[config.mk]
export PLATFORM = sky130hd
export DESIGN_NAME = llr_lrp_tracker_seq
export DESIGN_NICKNAME = d
export VERILOG_FILES = /design/src/rtl/llr_lrp_tracker_seq_pkg.sv /design/src/rtl/llr_mag_sat.sv /design/src/rtl/llr_lrp_tracker_seq.sv
export SDC_FILE = /design/constraint.sdc
export NUM_CORES = 1
export LEC_CHECK = 0
export ABC_CLOCK_PERIOD_IN_PS = 2550
export BUFFER_PORTS_ARGS = -buffer_cell sky130_fd_sc_hd__buf_4
export CORE_MARGIN = 1.5
export CORE_UTILIZATION = 45
export CTS_CLUSTER_DIAMETER = 80
export DETAILED_ROUTE_END_ITERATION = 10
export GPL_ROUTABILITY_DRIVEN = 1
export PLACE_DENSITY = 0.7
export SYNTH_ARGS = -nofsm -noshare
export SYNTH_HDL_FRONTEND = slang
export SYNTH_SLANG_ARGS = --single-unit
export TNS_END_PERCENT = 30
[constraint.sdc]
create_clock -name clk -period 2.55 [get_ports clk]
set_clock_uncertainty 0.2 [all_clocks]
set_input_delay 0.51 -clock clk [delete_from_list [all_inputs] [get_ports clk]]
set_output_delay 0.51 -clock clk [all_outputs]
set_load 0.03 [all_outputs]
[src/rtl/llr_lrp_tracker_seq_pkg.sv]
// ============================================================================
// Module  : llr_lrp_tracker_seq_pkg
// Brief   : Shared helpers and FSM state type for the LRP tracker.
// Revision: 1.0
// ============================================================================
`default_nettype none
`ifndef LLR_LRP_TRACKER_SEQ_PKG_SV
`define LLR_LRP_TRACKER_SEQ_PKG_SV

package llr_lrp_tracker_seq_pkg;

    // Minimum 1 bit so a degenerate count still yields a legal vector width.
    function automatic int clog2(input int value);
        int r;
        r = 0;
        for (int v = value - 1; v > 0; v = v >> 1) begin
            r++;
        end
        return (r < 1) ? 1 : r;
    endfunction

    typedef enum logic [0:0] {
        ST_IDLE = 1'b0,
        ST_OPEN = 1'b1
    } lrp_state_t;

endpackage

`endif
`default_nettype wire

[src/rtl/llr_mag_sat.sv]
// ============================================================================
// Module  : llr_mag_sat
// Brief   : Combinational saturated magnitude of a two's-complement LLR.
// Revision: 1.0
// ============================================================================
`default_nettype none

module llr_mag_sat #(
    parameter int LLR_LEN = 4
) (
    input  logic [LLR_LEN-1:0] i_llr,
    output logic [LLR_LEN-2:0] o_mag
);

    logic             w_sign;
    logic             w_most_neg;
    logic [LLR_LEN-2:0] w_neg;

    assign w_sign     = i_llr[LLR_LEN-1];
    assign w_most_neg = w_sign & ~(|i_llr[LLR_LEN-2:0]);
    // Low bits of the negation depend only on the low bits of the input.
    assign w_neg      = (~i_llr[LLR_LEN-2:0]) + 1'b1;

    always_comb begin
        o_mag = i_llr[LLR_LEN-2:0];
        if (w_most_neg) begin
            o_mag = '1;
        end else if (w_sign) begin
            o_mag = w_neg;
        end
    end

endmodule

`default_nettype wire

[src/rtl/llr_lrp_tracker_seq.sv]
// ============================================================================
// Module  : llr_lrp_tracker_seq
// Brief   : Streaming LLR magnitude plus per-codeword least-reliable-position list.
// Revision: 1.0
// ============================================================================
`default_nettype none

module llr_lrp_tracker_seq
    import llr_lrp_tracker_seq_pkg::*;
#(
    parameter  int LLR_LEN = 4,
    parameter  int CW_LEN  = 15,
    parameter  int LRP_NUM = 2,
    localparam int MAG_W   = LLR_LEN - 1,
    localparam int POS_W   = clog2(CW_LEN)
) (
    input  logic                     clk,
    input  logic                     in_ctr_Arst,
    input  logic                     in_ctr_start,
    input  logic                     in_valid,
    input  logic [LLR_LEN-1:0]       in_llr,
    output logic                     out_in_ready,
    output logic                     out_mag_valid,
    output logic [MAG_W-1:0]         out_llr_mag,
    output logic                     out_lrp_valid,
    input  logic                     in_lrp_ready,
    output logic [LRP_NUM*MAG_W-1:0] out_lrp_mag,
    output logic [LRP_NUM*POS_W-1:0] out_lrp_pos,
    output logic                     out_proto_err
);

    localparam logic [POS_W-1:0] C_LAST_POS = POS_W'(CW_LEN - 1);

    lrp_state_t       r_state;
    lrp_state_t       w_state_nxt;
    logic [POS_W-1:0] r_pos;        // position of the next sample in the open codeword
    logic [POS_W-1:0] w_pos_nxt;
    logic [POS_W-1:0] w_smp_pos;
    logic [MAG_W-1:0] w_mag;
    logic             w_accept;
    logic             w_in_list;
    logic             w_close;

    logic [MAG_W-1:0] r_wmag     [LRP_NUM];
    logic [POS_W-1:0] r_wpos     [LRP_NUM];
    logic [MAG_W-1:0] w_base_mag [LRP_NUM];
    logic [POS_W-1:0] w_base_pos [LRP_NUM];
    logic [MAG_W-1:0] w_ins_mag  [LRP_NUM];
    logic [POS_W-1:0] w_ins_pos  [LRP_NUM];

    llr_mag_sat #(
        .LLR_LEN (LLR_LEN)
    ) u_mag_sat (
        .i_llr (in_llr),
        .o_mag (w_mag)
    );

    // Only the closing sample can stall, and only while the previous result is unread.
    assign out_in_ready = !((r_state == ST_OPEN) && (r_pos == C_LAST_POS) &&
                            out_lrp_valid && !in_lrp_ready);
    assign w_accept     = in_valid & out_in_ready;
    assign w_in_list    = w_accept & (in_ctr_start | (r_state == ST_OPEN));
    assign w_smp_pos    = in_ctr_start ? '0 : r_pos;
    assign w_close      = w_in_list & (w_smp_pos == C_LAST_POS);

    always_ff @(posedge clk or posedge in_ctr_Arst) begin
        if (in_ctr_Arst) begin
            r_state <= ST_IDLE;
            r_pos   <= '0;
        end else begin
            r_state <= w_state_nxt;
            r_pos   <= w_pos_nxt;
        end
    end

    always_comb begin
        w_state_nxt = r_state;
        w_pos_nxt   = r_pos;
        if (w_close) begin
            w_state_nxt = ST_IDLE;
            w_pos_nxt   = '0;
        end else if (w_in_list) begin
            w_state_nxt = ST_OPEN;
            w_pos_nxt   = w_smp_pos + POS_W'(1);
        end
    end

    // A start sample sees a sentinel-filled list so it is inserted in the same cycle.
    for (genvar i = 0; i < LRP_NUM; i++) begin : g_cell
        logic w_lt_cur;

        assign w_base_mag[i] = in_ctr_start ? '1 : r_wmag[i];
        assign w_base_pos[i] = in_ctr_start ? '1 : r_wpos[i];
        assign w_lt_cur      = w_mag < w_base_mag[i];

        if (i == 0) begin : g_head
            assign w_ins_mag[i] = w_lt_cur ? w_mag     : w_base_mag[i];
            assign w_ins_pos[i] = w_lt_cur ? w_smp_pos : w_base_pos[i];
        end else begin : g_body
            logic w_lt_prev;
            assign w_lt_prev    = w_mag < w_base_mag[i-1];
            assign w_ins_mag[i] = w_lt_prev ? w_base_mag[i-1] :
                                  (w_lt_cur ? w_mag : w_base_mag[i]);
            assign w_ins_pos[i] = w_lt_prev ? w_base_pos[i-1] :
                                  (w_lt_cur ? w_smp_pos : w_base_pos[i]);
        end
    end

    always_ff @(posedge clk or posedge in_ctr_Arst) begin
        if (in_ctr_Arst) begin
            for (int i = 0; i < LRP_NUM; i++) begin
                r_wmag[i] <= '1;
                r_wpos[i] <= '1;
            end
        end else if (w_close) begin
            for (int i = 0; i < LRP_NUM; i++) begin
                r_wmag[i] <= '1;
                r_wpos[i] <= '1;
            end
        end else if (w_in_list) begin
            for (int i = 0; i < LRP_NUM; i++) begin
                r_wmag[i] <= w_ins_mag[i];
                r_wpos[i] <= w_ins_pos[i];
            end
        end
    end

    always_ff @(posedge clk or posedge in_ctr_Arst) begin
        if (in_ctr_Arst) begin
            out_llr_mag   <= '1;
            out_mag_valid <= 1'b0;
            out_proto_err <= 1'b0;
            out_lrp_valid <= 1'b0;
            out_lrp_mag   <= '0;
            out_lrp_pos   <= '0;
        end else begin
            out_mag_valid <= w_accept;
            out_proto_err <= w_accept & ~in_ctr_start & (r_state == ST_IDLE);
            if (w_accept) begin
                out_llr_mag <= w_mag;
            end
            if (w_close) begin
                out_lrp_valid <= 1'b1;
                for (int i = 0; i < LRP_NUM; i++) begin
                    out_lrp_mag[i*MAG_W +: MAG_W] <= w_ins_mag[i];
                    out_lrp_pos[i*POS_W +: POS_W] <= w_ins_pos[i];
                end
            end else if (in_lrp_ready) begin
                out_lrp_valid <= 1'b0;
            end
        end
    end

endmodule

`default_nettype wire

==> results of run 1 <==
[what timing repair did]
item	in CTS	in global routing
pin swaps	26	11
endpoints found under the setup margin	22	24
cloned	1	0
gates resized for setup	35	12
setup buffers	6	0
hold endpoints to repair	0	0
[where the power goes]
part           leakage (nW)  switching (mW)  internal (mW)
registers             0.473           0.129          0.804
clock network        0.0612           0.218          0.317
logic                 0.901           0.487          0.443
[placed cells by master (no fill, tap or decap), types with 3 or more instances in the layout]
cell type,instances
o21ai_0,12
a2bb2oi_2,4
dfstp_2,17
nor3_2,5
a211oi_1,3
buf_4,67
nor2_1,20
clkbuf_8,6
nor4_4,4
o31ai_1,8
nor3_1,8
dfrtp_1,22
nand2_1,26
ha_4,4
nor2_4,3
o22ai_1,6
nor2_2,3
inv_1,15
a21oi_1,5
buf_6,4
[routing by layer]
metal	global-route usage [%]	up-vias
met2	41.15	46
met3	4.360	9
met5	0	-
li1	-	951
met1	30.28	967
met4	7.128	0
[cell type report]
type	instances	area [um2]	share of cell area [%]
clock buffers	6	82.58	2.622
well taps	52	65.06	2.066
repair buffers	75	623.1	19.79
inverters	18	85.08	2.702
flip-flops and latches	39	997.2	31.66
clock inverters	2	35.03	1.112
multi-input cells	158	1261	40.05
[flip-flops by register name, indices dropped and copies added, names as in the netlist]
| name | count |
|---|---|
| r_wmag | 6 |
| r_pos | 4 |
| out_mag_valid | 1 |
| out_proto_err | 1 |
| r_wpos | 8 |
| out_lrp_mag | 6 |
| r_state | 1 |
| out_lrp_pos | 8 |
| out_llr_mag | 3 |
| out_lrp_valid | 1 |
[through the flow]
stage / instance area [um2] / setup TNS, ps / power, mW / setup slack, ps
4_1_cts: 3085 / -1231 / 2.366 / -101.5
3_5_place_dp: 2725 / -9220 / 1.681 / -443.4
5_1_grt: 3149 / -2429 / 2.518 / -155.1
6_report: 3149 / -1105 / 2.398 / -91.36
3_3_place_gp: 2725 / -7346 / 1.666 / -353.5
2_1_floorplan: 2222 / -1884 / 1.405 / -181.3
[final timing paths]
kind	start	endpoint	slack [ps]	cells past startpoint
max	in_llr[1]	out_lrp_mag[4]	-90	13
min reg2reg	out_lrp_pos[0]	out_lrp_pos[0]	280	2
min	in_ctr_Arst	out_lrp_valid	140	3
min in group clk	in_lrp_ready	out_lrp_valid	200	2
max in group asynchronous	in_ctr_Arst	r_wpos[2]	1640	3
max reg2reg	r_wmag[4]	r_wpos[3]	120	9
[cells by family (layout without fill, tap and decap cells)]
group                      Yosys count  after routing  share of synthesized area (%)
and+or+nand+nor                     80             80                          17.08
AOI/OAI and AO/OA                   64             64                          22.03
DFF                                 39             39                          46.94
buffers and inverters               29            101                          6.066
adders and majority gates            9              9                          5.182
muxes                                5              5                          2.709
[worst reg2reg max path, delay by kind of cell, from the launching register on]
family	cells	cell delay [ps]
adder cells (fa/ha/maj)	2	610
flip-flops	1	540
AND/OR/NAND/NOR	2	330
buffers and inverters	2	230
AO/OA/AOI/OAI	3	450
==> results.yml, run 1 <==
timing:
  hold_violations: 0
  tightest_slew_ps: 654.9
  fin_ws_ps: -91.36
  slew-limit-headroom_pct: 56.34
  finalCriticalPeriod_ps: 2641
  holdWs_ps: 135.4
  finalSetupViolations: 22
  post-route-period-util_pct: 103.6
  max_freq_mhz: 378.6
  slew_violations: 0
  grt_setup_unrepaired: "yes"
floorplan:
  row_count: 24
  start_util_pct: 47.80
  dieArea_mm2: 0.005142
  chipWidth_um: 71.71
  fp.coreArea_mm2: 0.004444
  io-pin-count: 30
  dieHeight_um: 71.71
cts:
  cts_sinks: 39
  clockRootBuffer: "clkbuf_8"
  clkTransAtPathRegs_ps: 80
  holdBufCountCts: 0
  cts_buffers: 5
  cts_tree: "done"
  htreeDepth: 2
  cts_buffer_depth: 2
  worstSkewPairLatency_ps: 290
route:
  wl_met3_um: 189
  drc: 0
  highest_layer: "met4"
  wl_per_cell_um: 16.41
  wl_met1_mm: 2.536
  ant_nets: 0
  dr.pass1.iters: 6
  route.met2.wl_mm: 2.927
  vias: 1973
  wirelength_mm: 5.742
  drtIter0Drc: 127
  vias_per_cell: 5.637
setup_path:
  path_buf_inv: 3
  crit_path_start_kind: "input port"
  arrival_ps: 2620
  max_stage_delay_ps: 390
  endpoint_kind: "register"
  worst_path_most_repeated_cell: "ha_4"
  critPathSlowestCell: "a2111o_1"
  critPathKind: "in -> reg"
  crit_chain: "buf_12 -> inv_12 -> ha_4 -> ha_4 -> o21ai_2 -> o21ai_2 -> buf_4 -> ha_4 -> a2111o_1 -> o22ai_2 -> mux2_4 -> mux2i_4 -> o21ai_1"
  required_ps: 2530
  critical_path_peak_fanout: 3
  cp_top_family: "compound AO/OA/AOI/OAI gates"
synthesis:
  synth.most_common_cell: "nand2_1"
  seq_area_frac_synth_pct: 46.94
  ys_types: 49
  synth_common_cells: "nand2_1 (26), nor2_1 (24), dfrtp_1 (22), inv_1 (18), dfstp_2 (17)"
  synthArstFlopShare_pct: 100.0
  synth_top_area_share_pct: 25.91
  syn_nets: 242
  syn_area_mm2: 0.002125
  yosysTopAreaCell: "dfrtp_1"
  synth_edf_count: 0
  synth_warnings: 0
  synthTopCellsByArea: "dfrtp_1 (26%), dfstp_2 (21%), nand2_1 (4.6%)"
  synthCells: 226
  synth_ff_type: "dfrtp_1"
  ys_ff_latch: 39
  syn_area_per_cell_um2: 9.401
cells_and_area:
  antenna_cells: 0
  areaGrowthSynthToFinish_pct: 48.23
  drive_gt1_share_pct: 49.66
  utilization_pct: 70.86
  fillCellCount: 340
  layout.cells.non_filler: 350
  fin_nets: 313
global_routing:
  antenna_found_initial: 0
  grt_pass1_wl_mm: 9.384
  grt_max_degree: 40
  globalRouteOverflowTotal: 0
  grt_pass1_vias: 1937
  grt_usage_pct: 23.77
pwr:
  peakVddDrop_uv: 396.3
  p_per_area_mw_per_mm2: 761.4
  leakagePower_nw: 1.436
min_path:
  hold_path.class: "in -> async"
run_status:
  violations: "setup timing"
  status: "complete, but fails checks"
placed_design:
  io_buffers: 29
  hpwlAfterDp_mm: 3.929
  place_inst: 335
  routabilityCongestion: 0.8986
flow_run:
  cap_violations: 0
Power figures use the tool's default switching activity.
==> inputs of run 2 (changes only) <==
--- a/config.mk
+++ b/config.mk
@@ -5,9 +5,8 @@
 export SDC_FILE = /design/constraint.sdc
 export NUM_CORES = 1
 export LEC_CHECK = 0
-export ABC_CLOCK_PERIOD_IN_PS = 2550
 export BUFFER_PORTS_ARGS = -buffer_cell sky130_fd_sc_hd__buf_4
-export CORE_MARGIN = 1.5
+export CORE_MARGIN = 10
 export CORE_UTILIZATION = 45
 export CTS_CLUSTER_DIAMETER = 80
 export DETAILED_ROUTE_END_ITERATION = 10
==> run 2 against run 1 <==
Against the previous run:
- the run still ends with setup timing left
- first-iteration DRC count shrank 0.79%
- routed wire length rose by 2.6%
- combinational power down 0.6%
- design area down 2.5%
- total power is 4.9% lower
- non-clock buffer count down 4
- setup slack improved by 61 ps
- maximum frequency rose by 2.4%
- via count decreased by 1.5%
- sequential power is essentially flat
- critical endpoint is now r_wpos[1]
- clock power is 21% lower
==> results.yml, run 2 (synthesis gave the netlist of run 1 again) <==
cts:
  clockRootBuffer: "clkbuf_8"
  cts_tree: "done"
  cts_buffer_depth: 2
  htreeDepth: 2
  cts_buffers: 5
  worstSkewPairLatency_ps: 300
  clkTransAtPathRegs_ps: 80
  cts_sinks: 39
  holdBufCountCts: 0
placed_design:
  hpwlAfterDp_mm: 4.077
  place_worst_setup_slack_ps: -407.1
  routabilityCongestion: 0.8820
  io_buffers: 29
timing:
  slew_violations: 0
  hold_violations: 0
  fin_ws_ps: -30.34
  holdWs_ps: 127.9
  finalCriticalPeriod_ps: 2580
  tightest_slew_ps: 683.5
  slew-limit-headroom_pct: 54.44
  max_freq_mhz: 387.5
  post-route-period-util_pct: 101.2
  grt_setup_unrepaired: "yes"
  finalSetupViolations: 5
run_status:
  status: "complete, but fails checks"
  violations: "setup timing"
cells_and_area:
  fillCellCount: 338
  fin_nets: 309
  areaGrowthSynthToFinish_pct: 44.46
  antenna_cells: 0
  drive_gt1_share_pct: 51.36
  final_cell_mix: "buf_4 (64), nand2_1 (26), dfrtp_1 (22)"
  largestRegisters: "out_lrp_pos: 8 flops, r_wpos: 8 flops"
  final_common_cell: "buf_4"
route:
  wl_met3_um: 299
  vias: 1944
  drtIter0Drc: 126
  dr.pass1.iters: 4
  drc: 0
  vias_per_cell: 5.618
  wl_per_cell_um: 17.03
  wirelength_mm: 5.892
  route.met2.wl_mm: 2.906
  wl_met1_mm: 2.586
  highest_layer: "met4"
  ant_nets: 0
setup_path:
  crit_path_start_kind: "input port"
  path_buf_inv: 3
  endpoint_kind: "register"
  critical_path_peak_fanout: 7
  critPathKind: "in -> reg"
  regToRegSetupSlack_ps: 130
  arrival_ps: 2600
  max_stage_delay_ps: 410
  crit_chain: "buf_8 -> inv_12 -> ha_4 -> ha_4 -> o21ai_2 -> o21ai_2 -> ha_2 -> o21bai_4 -> o22a_1 -> maj3_2 -> buf_8 -> nor4_4 -> a211oi_2"
  required_ps: 2570
  cp_top_family: "adder cells"
  critPathSlowestCell: "maj3_2"
global_routing:
  grt_max_degree: 40
  grt_pass1_vias: 2014
  globalRouteOverflowTotal: 0
  antenna_found_initial: 0
  grt_pass1_wl_mm: 9.666
  grt_usage_pct: 15.54
floorplan:
  dieHeight_um: 88.71
  dieArea_mm2: 0.007869
  start_util_pct: 47.48
  io-pin-count: 30
  chipWidth_um: 88.71
  row_count: 24
  fp.coreArea_mm2: 0.004474
flow_run:
  cap_violations: 0
pwr:
  p_per_area_mw_per_mm2: 742.6
  peakVddDrop_uv: 392.6
  leakagePower_nw: 1.395
min_path:
  hold_path.class: "in -> async"
run 2: changes by cell type in the layout (fill, tap and decap cells not counted), sizes merged:
cell,delta
buf,-3
bufinv,-1
clkbuf,-1
clkinvlp,+1
run 2: layout make-up:
type | count | area, um2 | area share, %
multi-input combinational | 158 | 1270 | 41.38
sequential | 39 | 997.2 | 32.49
timing repair buffer | 71 | 566.8 | 18.47
inverter | 18 | 85.08 | 2.772
clock buffer | 6 | 72.57 | 2.364
tap | 52 | 65.06 | 2.120
clock inverter | 2 | 12.51 | 0.4077
run 2: per-layer routing:
layer,global-route usage (%),up-vias
li1,-,938
met1,19.98,950
met2,24.40,48
met3,4.044,8
met4,5.874,0
met5,0,-
run 2: repair_timing:
action / CTS / global route
setup buffers: 4 / 1
pin swaps: 10 / 17
gates cloned: 1 / 0
endpoints found under the setup margin: 20 / 23
resized for setup: 20 / 27
run 2: worst register-to-register path, cell delays in order, from the launching register on:
cell      delay [ps]
dfstp_2          540
or2_4            110
inv_1             40
ha_2             190
o21bai_4         170
o22a_1           180
maj3_2           410
buf_8            190
nor4_4           240
a211oi_2          60
run 2: power breakdown:
part           total (mW)  switching [mW]  internal, mW
sequential          0.934           0.130         0.804
combinational       0.924           0.489         0.435
clock               0.421           0.230         0.191
run 2: final timing paths:
check / start / depth (start not counted) / to
max: in_llr[1] / 13 / r_wpos[1]
min: in_ctr_Arst / 3 / out_lrp_valid
max reg2reg: r_wmag[4] / 9 / r_wpos[1]
min reg2reg: out_llr_mag[2] / 2 / out_llr_mag[2]
max in group asynchronous: in_ctr_Arst / 3 / r_wmag[2]
min in group clk: in_lrp_ready / 2 / out_lrp_valid
run 2: through the flow:
stage | TNS, ps | cell area [um2] | instances | util, % | power, mW
floorplan | -1884 | 2222 | 226 | - | 1.405
global placement | -7636 | 2703 | 332 | 60.40 | 1.672
global route | -1314 | 3069 | 346 | 68.60 | 2.422
detailed placement | -8616 | 2703 | 332 | 60.40 | 1.681
CTS | -39.14 | 2920 | 345 | 65.27 | 2.185
finish | -65.62 | 3069 | 346 | 68.60 | 2.279
